==> src/rtl/ssd1306_oled_driver.sv <==
// SSD1306 128x32 OLED driver: power sequencer plus a write-only 4-wire SPI
// byte engine. Power-up and power-down command bytes, as well as user
// command/data bytes, all go through the same byte engine.
module ssd1306_oled_driver #(
  parameter int DATA_WIDTH = 8,
  parameter int SCLK_HALF  = 10,
  parameter int VDD_DELAY  = 100_000,
  parameter int RST_CYCLES = 400,
  parameter int VCC_DELAY  = 10_000_000
) (
  input  logic                  clk,
  input  logic                  reset,
  input  logic                  should_turn_power_on,
  input  logic                  should_send_din,
  input  logic                  is_din_data,
  input  logic [DATA_WIDTH-1:0] din,
  output logic                  ssd1306_vdd,
  output logic                  ssd1306_vcc,
  output logic                  ssd1306_reset,
  output logic                  ssd1306_cs,
  output logic                  ssd1306_dc,
  output logic                  ssd1306_sdin,
  output logic                  ssd1306_sclk
);

  localparam logic [15:0] HALF_LAST = 16'(SCLK_HALF - 1);
  localparam logic [31:0] VDD_LAST  = 32'(VDD_DELAY - 1);
  localparam logic [31:0] RST_LAST  = 32'(RST_CYCLES - 1);
  localparam logic [31:0] VCC_LAST  = 32'(VCC_DELAY - 1);
  // Engine steps (each SCLK_HALF long): 0 = setup with cs low and sclk high,
  // 1..2W = bit half-periods (odd: sclk low, even: sclk high),
  // 2W+1..2W+2 = mandatory cs-high gap before the engine is free again.
  localparam logic [5:0]  LAST_BIT  = 6'(2 * DATA_WIDTH);
  localparam logic [5:0]  LAST_GAP  = 6'(2 * DATA_WIDTH + 2);

  typedef enum logic [3:0] {
    S_OFF, S_VDD_WAIT, S_RST_LOW, S_RST_WAIT, S_INIT, S_VCC_WAIT,
    S_DISP_ON, S_READY, S_SEND, S_DSOFF, S_VCC_OFF_WAIT
  } state_t;

  state_t                state_reg, state_next;
  logic [31:0]           wait_cnt_reg;
  logic [2:0]            cmd_idx_reg;
  logic                  issued_reg, arm_reg;
  logic                  vdd_reg, vcc_reg, rstn_reg;
  logic                  vdd_next, vcc_next, rstn_next;
  logic                  eng_start, eng_dc, idx_inc, accept;
  logic [DATA_WIDTH-1:0] eng_byte, init_byte;

  logic                  eng_busy_reg, cs_reg, sclk_reg, sdin_reg, dc_reg;
  logic [15:0]           half_cnt_reg;
  logic [5:0]            step_reg;
  logic [DATA_WIDTH-1:0] shift_reg;

  // Init command table: display off, charge pump on, precharge period.
  always_comb begin
    init_byte = DATA_WIDTH'(8'hAE);
    case (cmd_idx_reg)
      3'd1:    init_byte = DATA_WIDTH'(8'h8D);
      3'd2:    init_byte = DATA_WIDTH'(8'h14);
      3'd3:    init_byte = DATA_WIDTH'(8'hD9);
      3'd4:    init_byte = DATA_WIDTH'(8'hF1);
      default: init_byte = DATA_WIDTH'(8'hAE);
    endcase
  end

  // Sequencer next-state and supply/engine control.
  always_comb begin
    state_next = state_reg;
    vdd_next   = vdd_reg;
    vcc_next   = vcc_reg;
    rstn_next  = rstn_reg;
    eng_start  = 1'b0;
    eng_byte   = din;
    eng_dc     = is_din_data;
    idx_inc    = 1'b0;
    accept     = 1'b0;
    if (state_reg inside {S_VDD_WAIT, S_RST_LOW, S_RST_WAIT, S_INIT, S_VCC_WAIT, S_DISP_ON}
        && !should_turn_power_on && !eng_busy_reg) begin
      // Power-off mid power-up: once no byte is in flight, drop straight to
      // OFF if the panel supply never came on, otherwise shut down properly.
      if (vcc_reg) begin
        vdd_next   = 1'b1;
        rstn_next  = 1'b1;
        state_next = S_OFF;
      end else begin
        state_next = S_DSOFF;
      end
    end else begin
      case (state_reg)
        S_OFF: if (should_turn_power_on) begin
          vdd_next   = 1'b0;
          state_next = S_VDD_WAIT;
        end
        S_VDD_WAIT: if (wait_cnt_reg == VDD_LAST) begin
          rstn_next  = 1'b0;
          state_next = S_RST_LOW;
        end
        S_RST_LOW: if (wait_cnt_reg == RST_LAST) begin
          rstn_next  = 1'b1;
          state_next = S_RST_WAIT;
        end
        S_RST_WAIT: if (wait_cnt_reg == RST_LAST) state_next = S_INIT;
        S_INIT: if (!eng_busy_reg) begin
          if (!issued_reg) begin
            eng_start = 1'b1;
            eng_byte  = init_byte;
            eng_dc    = 1'b0;
          end else if (cmd_idx_reg == 3'd4) begin
            vcc_next   = 1'b0;
            state_next = S_VCC_WAIT;
          end else begin
            idx_inc = 1'b1;
          end
        end
        S_VCC_WAIT: if (wait_cnt_reg == VCC_LAST) state_next = S_DISP_ON;
        S_DISP_ON: if (!eng_busy_reg) begin
          if (!issued_reg) begin
            eng_start = 1'b1;
            eng_byte  = DATA_WIDTH'(8'hAF);
            eng_dc    = 1'b0;
          end else begin
            state_next = S_READY;
          end
        end
        S_READY: if (!eng_busy_reg) begin
          // Power-off wins over a simultaneous send request.
          if (!should_turn_power_on) begin
            state_next = S_DSOFF;
          end else if (should_send_din && arm_reg) begin
            eng_start  = 1'b1;
            accept     = 1'b1;
            state_next = S_SEND;
          end
        end
        S_SEND: if (!eng_busy_reg) state_next = S_READY;
        S_DSOFF: if (!eng_busy_reg) begin
          if (!issued_reg) begin
            eng_start = 1'b1;
            eng_byte  = DATA_WIDTH'(8'hAE);
            eng_dc    = 1'b0;
          end else begin
            vcc_next   = 1'b1;
            state_next = S_VCC_OFF_WAIT;
          end
        end
        S_VCC_OFF_WAIT: if (wait_cnt_reg == VCC_LAST) begin
          vdd_next   = 1'b1;
          state_next = S_OFF;
        end
        default: state_next = S_OFF;
      endcase
    end
  end

  // Sequencer state, delay counter, command index, supplies and arm flag.
  always_ff @(posedge clk or posedge reset) begin
    if (reset) begin
      state_reg    <= S_OFF;
      wait_cnt_reg <= '0;
      cmd_idx_reg  <= '0;
      issued_reg   <= 1'b0;
      arm_reg      <= 1'b0;
      vdd_reg      <= 1'b1;
      vcc_reg      <= 1'b1;
      rstn_reg     <= 1'b1;
    end else begin
      state_reg <= state_next;
      vdd_reg   <= vdd_next;
      vcc_reg   <= vcc_next;
      rstn_reg  <= rstn_next;
      if (state_next != state_reg) begin
        wait_cnt_reg <= '0;
        cmd_idx_reg  <= '0;
      end else begin
        wait_cnt_reg <= wait_cnt_reg + 32'd1;
        if (idx_inc) cmd_idx_reg <= cmd_idx_reg + 3'd1;
      end
      if (eng_start) issued_reg <= 1'b1;
      else if (state_next != state_reg || idx_inc) issued_reg <= 1'b0;
      // A held-high request re-arms only after it has been seen low.
      if (!should_send_din) arm_reg <= 1'b1;
      else if (accept) arm_reg <= 1'b0;
    end
  end

  // SPI byte engine: setup half-period, MSB-first bits, then cs-high gap.
  always_ff @(posedge clk or posedge reset) begin
    if (reset) begin
      eng_busy_reg <= 1'b0;
      cs_reg       <= 1'b1;
      sclk_reg     <= 1'b1;
      sdin_reg     <= 1'b0;
      dc_reg       <= 1'b0;
      half_cnt_reg <= '0;
      step_reg     <= '0;
      shift_reg    <= '0;
    end else if (eng_start) begin
      eng_busy_reg <= 1'b1;
      shift_reg    <= eng_byte;
      dc_reg       <= eng_dc;
      cs_reg       <= 1'b0;
      sclk_reg     <= 1'b1;
      half_cnt_reg <= '0;
      step_reg     <= '0;
    end else if (eng_busy_reg) begin
      if (half_cnt_reg != HALF_LAST) begin
        half_cnt_reg <= half_cnt_reg + 16'd1;
      end else begin
        half_cnt_reg <= '0;
        step_reg     <= step_reg + 6'd1;
        if (step_reg < LAST_BIT) begin
          if (!step_reg[0]) begin
            // Falling edge: present the next bit while sclk is low.
            sclk_reg  <= 1'b0;
            sdin_reg  <= shift_reg[DATA_WIDTH-1];
            shift_reg <= {shift_reg[DATA_WIDTH-2:0], 1'b0};
          end else begin
            sclk_reg <= 1'b1;
          end
        end else if (step_reg == LAST_BIT) begin
          cs_reg <= 1'b1;
        end else if (step_reg == LAST_GAP) begin
          eng_busy_reg <= 1'b0;
        end
      end
    end
  end

  assign ssd1306_vdd   = vdd_reg;
  assign ssd1306_vcc   = vcc_reg;
  assign ssd1306_reset = rstn_reg;
  assign ssd1306_cs    = cs_reg;
  assign ssd1306_dc    = dc_reg;
  assign ssd1306_sdin  = sdin_reg;
  assign ssd1306_sclk  = sclk_reg;

endmodule

==> config.mk <==
export PLATFORM = sky130hd
export DESIGN_NAME = ssd1306_oled_driver
export DESIGN_NICKNAME = d
export VERILOG_FILES = /design/src/rtl/ssd1306_oled_driver.sv
export SDC_FILE = /design/constraint.sdc
export NUM_CORES = 1
export LEC_CHECK = 0
export BUFFER_PORTS_ARGS = -buffer_cell sky130_fd_sc_hd__buf_4
export CORE_ASPECT_RATIO = 0.75
export CORE_MARGIN = 1
export CORE_UTILIZATION = 60
export DETAILED_ROUTE_END_ITERATION = 6
export HOLD_SLACK_MARGIN = 0.08
export PLACE_DENSITY_LB_ADDON = 0.12
export SYNTH_ARGS = -nofsm -noshare
export SYNTH_HDL_FRONTEND = slang
export SYNTH_SLANG_ARGS = --single-unit
==> constraint.sdc <==
create_clock -name clk -period 5.5 [get_ports clk]
set_input_delay 0.55 -clock clk [delete_from_list [all_inputs] [get_ports clk]]
set_output_delay 0.55 -clock clk [all_outputs]
set_load 0.005 [all_outputs]
==> results.md, run 1 <==
- The post-CTS resize count is 0.
- The maximum operating frequency is a little over 300 MHz.
- After synthesis, the cell types taking the most area are sky130_fd_sc_hd__dfrtp_1 39%, sky130_fd_sc_hd__nor2_1 5.0%, sky130_fd_sc_hd__xor2_1 4.0%.
- Clock-pin slew was measured on the worst setup and hold paths at ~90 ps.
- Dividing the final minimum period by the clock period gives 0.599.
- The maximum fanout encountered on the critical timing path is 36.
- The number of endpoints with negative hold slack in the final report was 0.
- After floorplanning, the core was divided into 27 placement rows.
- For this design the static power due to leakage is 0.00225 µW.
- The post-detailed-route wirelength per cell is approximately 16 µm.
- The sequential-to-total area share from yosys stat is 0.416.
- The post-route clock skew is 11.5 ps.
- The setup TNS is 0 ps.
- The final route contains 3,799 vias.
- The worst hold path depth is 2.
- Entering global routing, the biggest net connects 80 pins.
- Setup repair after global routing left no endpoint under its margin.
- The CTS tree is yes.
- The tool flagged a number of max-cap violations equal to 0.
- The area of the die is between 8000 and 9000 µm².
- For this design the ratio of total power to cell area is 216 nW/µm².
- Synthesis produced between 500 and 600 cells.
- The total congestion overflow is 0.
- The count of filler cells inserted in the layout is ~620.
- The vias per cell is 6.04.
- The maximum resistive drop on vdd is 0.149 mV.
- The run finished with clean final reports.
- Setup violations remaining at the end of the flow were counted as 0.
- The number of distinct library cells after synthesis is 73.
- The number of buffers inserted to repair setup after CTS is 0.
- The net count of the finished layout is 548.
- The number of global-route vias before repair is between 3,000 and 4,000.
- The HPWL after detailed placement is approximately 7.1 mm.
- Routed signal wires occupy layers up through met4.
- The post-detailed-route count of antenna-violating nets is 0.
- After synthesis the netlist holds a flip-flop and latch count of between 70 and 80.
- In this run the tightest slew margin relative to its limit is 0.347.
- STA classifies the critical path endpoint as a flop.
- The clock drives a little under 80 sinks.
- Measured in cells, the most critical reg-to-reg path has a length of 7.
- For this run, the detailed router's first-pass iteration total came to 4.
- At the pin with the least slew margin, the transition time is 979 ps.
- The startpoint of the worst register-to-register path is state_reg[0].
- The endpoint of the lowest-slack register-to-register path is cmd_idx_reg[2].
- The largest area contributor in the synthesized netlist is sky130_fd_sc_hd__dfrtp_1.
- The met3 wire length is approximately 540 µm.
- The global-route wire length before repair is about 18 mm.
- The number of clock buffers added by TritonCTS is 9.
- In the final routing, the length of wire on met1 measures between 5 and 6 mm.
- The sequential cell area is between 1500 and 2000 µm².
- The count of synthesis-stage warnings from yosys is 0.
- The insertion delay of the later-clocked pin in the worst-skew pair is between 300 and 400 ps.
- The area of the core is ~7500 µm².
- Among all flip-flop cells after synthesis, the most frequent one is sky130_fd_sc_hd__dfrtp_1.
- For this run, design rule violations remaining after detail routing come to 0.
- After routing the design area is a little over 5000 µm².
- For this design, the CTS-stage hold fixing added 0 buffers.
- The detailed router finished its first iteration with about 280 violations.
- Synthesis produced a netlist with a net count of about 540.
- The area occupied by multi-input gates is 2580 µm².
- The H-tree level count is 3.
- For this configuration, the core starts out at a cell density of 0.636.
- From bottom edge to top edge, the die measures around 80 µm.
- The startpoint of the tightest hold check path is should_send_din.
- Routability-driven placement finished with a final weighted congestion of about 0.86.
- The tree is rooted in a sky130_fd_sc_hd__clkbuf_8.
- Yosys mapped a number of flops with a built-in enable equal to 0.
- The flip-flop count of the largest register, all copies and words added is 32.
- The number of port buffers is 19.
- The required time at the worst-slack endpoint is around 5700 ps.
- The number of buffers on the longest clock path is 2.
- The synthesized cell area is ~4800 µm².
- The initial antenna violation count is 0.
- The min-delay analysis places its worst path in the category input pin to flop.
- Summed over all layers, the routed wires come to roughly 10 mm.
- The sink of the worst hold path is arm_reg.
- The area growth from synthesis to layout is 7.93%.
- Summed over all nets, wire length on met2 after detailed routing comes to 4.31 mm.
- The final max-slew violation count came to 0.
- The category of the most critical setup path is flop to flop.
- The portion of synthesized cell area occupied by the leading cell type is 0.388.
- The proportion of layout cells with a drive suffix above 1 is 0.138.
- The worst path in the final design needs a cycle of between 3000 and 4000 ps, including I/O delays and setup.
- The total global-route track usage is 0.266.
- In this run the count of I/O pins placed on the die edge is 20.
- 0 antenna diodes ended up in the layout.
- In the synthesized netlist the async set-or-reset flop fraction comes to 1.00.
- Data on the critical path arrives at its endpoint at between 3000 and 4000 ps.
- The floorplan step set the die width to between 100 and 150 µm.
- The worst register-to-register path has a setup slack of roughly 2200 ps.
- Dividing the synthesized area by the synthesized cell count gives slightly above 9 µm².
- The startpoint kind of the worst setup timing path is a flop.
- The area after detailed placement is roughly 5000 µm².
[synth_stat cells, drive strengths merged, types with 5 or more instances]
master	n
xnor2	20
ha	11
clkbuf	9
o31ai	5
a211oi	6
or2b	6
nand3	22
dfstp	5
o21ai	35
inv	17
xor2	22
nor2	74
nand4	14
and4	8
dfrtp	74
a21oi	21
nor4	6
nor4b	6
and2	5
and3	22
buf	12
nand2	38
nor3	13
[worst max path at each step]
stage	from	endpoint	slack, ps	depth (start not counted)
after floorplan	reset	arm_reg	2930	1
after global placement	state_reg[0]	issued_reg	2310	7
after detailed placement	state_reg[0]	cmd_idx_reg[2]	2240	7
after CTS	state_reg[0]	cmd_idx_reg[2]	2220	7
after global routing	state_reg[0]	cmd_idx_reg[2]	2020	7
final	state_reg[0]	cmd_idx_reg[2]	2210	7
[per-stage QoR]
stage / std cells / setup WS (ps) / hold WS (ps) / util / total power (µW)
3_5_place_dp: 614 / 2240 / 456 / 0.655 / 614
5_1_grt: 629 / 2020 / 355 / 0.686 / 1150
3_3_place_gp: 614 / 2310 / 450 / 0.655 / 614
4_1_cts: 629 / 2220 / 354 / 0.686 / 1120
6_report: 629 / 2210 / 356 / 0.686 / 1110
2_1_floorplan: 513 / 2930 / 435 / - / 602
[final cells by class]
cell class / instances / area share
flip-flops and latches: 79 / 0.385
inverters: 17 / 0.0126
clock inverters: 5 / 0.0207
clock buffers: 10 / 0.0248
well taps: 101 / 0.0246
multi-input cells: 396 / 0.501
repair buffers: 21 / 0.0306
[kinds of logic after synthesis]
group	share of synthesized area
and+or+nand+nor	0.282
DFF	0.416
xor gates and xnor gates	0.0772
adders and majority gates	0.0289
AOI/OAI and AO/OA	0.142
buffers and inverters	0.0430
muxes	0.0110
[worst max-delay path: stages (launching register included)]
cell and delay, ps:
sky130_fd_sc_hd__dfrtp_1 830, sky130_fd_sc_hd__nor3_1 190, sky130_fd_sc_hd__a21boi_0 170, sky130_fd_sc_hd__or4_4 540, sky130_fd_sc_hd__a211o_1 310, sky130_fd_sc_hd__a32oi_2 210, sky130_fd_sc_hd__nand4_4 510, sky130_fd_sc_hd__a211oi_1 380
[layout by cell type, fill, tap and decap left out, drive strengths merged, types with 3 or more instances in the layout]
cell    count
mux2i       3
dfrtp      74
and4        8
nor2       74
nor4        6
dfstp       5
nand3      22
a21o        3
buf        21
and2        5
nand4      14
a21boi      3
nor2b       4
and3       22
bufinv      3
xnor2      20
nor3b       3
clkbuf     10
nor4b       6
o211ai      3
a221o       3
xor2       22
o21ai      35
and2b       3
nand2      38
o22ai       3
a221oi      3
ha         11
inv        17
nor3       13
a21oi      21
a211oi      6
or2b        6
o31ai       5
[per-layer routing]
metal / global-route usage / vias up
li1: - / 1857
met4: 0.0507 / 0
met5: 0 / -
met3: 0.0558 / 5
met1: 0.407 / 1824
met2: 0.387 / 113
[power by group]
part           leakage (µW)       switching, µW  internal [µW]
clock network      0.000113                 211            301
logic               0.00115                14.5           6.88
registers          0.000989  0.0000000000000120            580
Note: power is estimated with default switching activity, not from simulation.
==> inputs of run 2 (changes only) <==
ABC_AREA = 1   (was default)
clock period = 3.1 ns   (was 5.5 ns; I/O delays follow)
==> run 2 against run 1 <==
Non-clock buffer count up 1; clock power rose by 51%; die area grew 4.5%; largest power group unchanged; synthesized cell count rose by 30%; register-to-register slack worse by 1600 ps; power grew 84%; highest routed layer unchanged; area after synthesis increased by 4.6%.
==> results.md, run 2 <==
- The leading cell type in the layout, fill and taps excluded is sky130_fd_sc_hd__nand2_1.
- The final HPWL from detailed placement is a little under 9 mm.
- In this run, distinct cell masters in the synthesized netlist total 44.
- The area of the die is about 8700 µm².
- For this design, the sink count on the clock tree is 79.
- The startpoint kind of the worst setup timing path is a flop.
- The number of buffers on the longest clock path is 2.
- Once layout is complete, the utilization of the core stands at 0.682.
- Across the VDD grid, the largest voltage drop is between 0.3 and 0.4 mV.
- After synthesis, the share of flip-flops with an asynchronous set or reset is 1.00.
- After clock tree synthesis, the clock-pin slew on the worst setup and hold paths is ~90 ps.
- Counting cells, the worst reg-to-reg path comes to 16.
- The first global-routing pass estimated between 15 and 20 mm of wire.
- The library cell with the highest instance count after synthesis is sky130_fd_sc_hd__nand2_1.
- The first element of the critical path is wait_cnt_reg[0].
- In this run the power density over the cells is roughly 380 nW/µm².
- The area after detailed placement is approximately 5200 µm².
- The vias per cell is 5.56.
- The synthesized netlist occupies a cell area of 4980 µm².
- The post-detailed-route wirelength per cell is 14.3 µm.
- The worst pin sits at a relative slew slack of 0.414.
- The post-route clock skew is roughly 10 ps.
- The slack of the worst reg-to-reg path is between 500 and 600 ps.
- The worst hold path depth is 2.
- The slew at the pin with the worst max-slew slack is roughly 870 ps.
- Each instance of the synthesized netlist takes up on average 7.48 µm².
- The area of the core is 7950 µm².
- The Yosys step of the flow raised 0 warnings.
- The largest incremental delay on the critical path is between 400 and 500 ps.
- The H-tree level count is 3.
- The cell sitting at the root of the clock tree is a sky130_fd_sc_hd__clkbuf_8.
- When the netlist entered floorplanning its net count stood at 690.
- The worst hold slack is 117 ps.
- The flip-flop count of the largest register, all copies and words added is 32.
- For the worst-skew pair, the clock arrives at the later sink with an insertion delay of 370 ps.
- The number of enable flip-flop cells after synthesis is 0.
- The CTS tree is yes.
- Wires add up to 11.4 mm.
- By instance count, the cell type seen most on the critical path is sky130_fd_sc_hd__nand2_1.
- In this run, the number of DRC markers left after iteration 0 of detailed routing was between 300 and 400.
- 0 antenna diodes ended up in the layout.
- The slowest stage cell on the critical path is sky130_fd_sc_hd__dfrtp_1.
- The endpoint of the lowest-slack register-to-register path is wait_cnt_reg[10].
- The initial antenna violation count was 0.
- The capturing element type of the critical path is a flop.
- The flow ran to the end, and the final reports show no timing, DRC or antenna violations.
- The share of synthesized area in the top cell type comes to 0.371.
- The synthesized design spends more area on one cell type than any other, namely sky130_fd_sc_hd__dfrtp_1.
- The synthesized netlist cell count is approximately 670.
- The category of the most critical setup path is flop to flop.
- The area growth from synthesis to layout is 8.79%.
- The floorplan has 28 rows.
- The worst hold path begins at should_turn_power_on.
- Data on the critical path arrives at its endpoint at between 2000 and 3000 ps.
- In the layout the commonest cells are 134 x sky130_fd_sc_hd__nand2_1, 91 x sky130_fd_sc_hd__nor2_1, 90 x sky130_fd_sc_hd__inv_1, 74 x sky130_fd_sc_hd__dfrtp_1, 40 x sky130_fd_sc_hd__nand3_1.
- The number of storage elements in the synthesis netlist is 79.
- The post-detailed-route count of antenna-violating nets is 0.
- The tool flagged a number of max-cap violations equal to 0.
- Once layout is done, the placed cells without fillers occupy between 5000 and 6000 µm².
- The minimum clock period is roughly 2500 ps.
- In the final design database the tool counted roughly 720 nets.
- The number of buffers inserted to repair setup after CTS is 0.
- The most common flop cell mapped by yosys is sky130_fd_sc_hd__dfrtp_1.
- The sequential-to-total area share from yosys stat is 0.398.
- For this design the top-level I/O count stands at 20.
- From left edge to right edge, the die measures 107 µm.
- The leakage power summed over all cells is between 0.002 and 0.003 µW.
- The maximum operating frequency is 398 MHz.
- By area the synthesized netlist is led by sky130_fd_sc_hd__dfrtp_1 37%, sky130_fd_sc_hd__nand2_1 10%, sky130_fd_sc_hd__inv_1 6.9%.
- The first detailed-routing pass took 6 iterations.
- The proportion of layout cells with a drive suffix above 1 is 0.136.
- The total congestion overflow is 0.
- The congestion estimate from routability-driven global placement came to a little over 0.9.
- The initial utilization of the core area, before any placement, comes to 0.627.
- Summed over all failing endpoints, the final setup total negative slack is 0 ps.
- The startpoint of the worst register-to-register path is wait_cnt_reg[0].
- The final max-slew violation count is 0.
- STA puts the critical path data required time at 3340 ps.
- Setup repair after global routing left no endpoint under its margin.
- In the routed design, unresolved DRC markers number 0.
- The die height is ~81 µm.
- The number of endpoints with negative hold slack in the final report is 0.
- The sink of the worst hold path is ssd1306_vdd.
- TritonCTS created 9 clock buffers.
- The signal on the critical path passes through ha_1 -> nand2_1 -> nor2_2 -> nand3_1 -> nor2_1 -> nand2_1 -> nand2_1 -> nand2_1 -> nor2_1 -> nand2_1 -> nand2_1 -> nand2_1 -> nand2_1 -> nor2_4 -> nand2_4 -> nor2_1.
- The total global-route track usage is 0.283.
- The maximum fanout encountered on the critical timing path is 35.
- Entering global routing, the biggest net connects 36 pins.
- The type of the tightest min-delay check is input pin to flop.
- Of the available clock period, the critical path in the final layout requires 0.811.
- The overall via count from detail_route is approximately 4,500.
- The final number of setup-violating endpoints is 0.
- Counting instances in the post-synthesis netlist gives the leading cell types as 134 x sky130_fd_sc_hd__nand2_1, 91 x sky130_fd_sc_hd__inv_1, 91 x sky130_fd_sc_hd__nor2_1.
- The number of port buffers is 19.
- The number of global-route vias before repair is 3,995.
[run 2: cells by family (layout without fill, tap and decap cells)]
kind of cell,Yosys count,in the layout,share of synthesized area
xor+xnor,38,38,0.0668
flops,79,79,0.398
fa+ha+maj,11,11,0.0276
buf+inv,105,135,0.0851
simple gates,363,363,0.335
mux,2,2,0.00427
compound gates,68,68,0.0831
[run 2: report_power, final]
part	internal (µW)	switching (µW)	leakage, µW	total, µW
sequential	1060	27.1	0.000999	1090
combinational	64.8	114	0.00141	179
clock	376	399	0.0000968	775
[run 2: through the flow]
step | setup WS (ps) | cells | total power [µW]
after floorplan | 775 | 666 | 1250
after detailed placement | 596 | 784 | 1290
after global placement | 737 | 784 | 1280
after CTS | 578 | 801 | 2070
final | 585 | 801 | 2040
after global routing | 199 | 801 | 2140
[run 2: critical path, delay by kind of cell (launching register included)]
kind                       cells  cell delay (ps)
and+or+nand+nor               15             1740
DFF                            1              410
adders and majority gates      1              200
[run 2: worst max path at each step]
stage | end | slack [ps] | cells past startpoint
2_1_floorplan | arm_reg | 770 | 1
4_1_cts | wait_cnt_reg[10] | 580 | 16
3_3_place_gp | wait_cnt_reg[30] | 740 | 16
6_report | wait_cnt_reg[10] | 590 | 16
3_5_place_dp | wait_cnt_reg[10] | 600 | 16
5_1_grt | wait_cnt_reg[10] | 200 | 16
[run 2: cell type report]
| type | instances | area, µm² |
|---|---|---|
| Tap cell | 105 | 131 |
| Fill cell | 672 | 2530 |
| Timing Repair Buffer | 22 | 168 |
| Multi-Input combinational cell | 482 | 2580 |
| Clock buffer | 10 | 128 |
| Clock inverter | 6 | 68.8 |
| Sequential cell | 79 | 1980 |
| Inverter | 97 | 367 |
[run 2: per-layer routing]
metal,vias to the layer above,share of wire,track usage
met5,-,0,0
met4,0,0.0073,0.0589
met3,11,0.082,0.0923
met2,137,0.42,0.414
met1,2098,0.49,0.411
li1,2211,-,-
[run 2: timing repair]
item,4_1_cts,5_1_grt
hold buffers,1,0
hold endpoints to repair,29,0
resized for setup,0,0
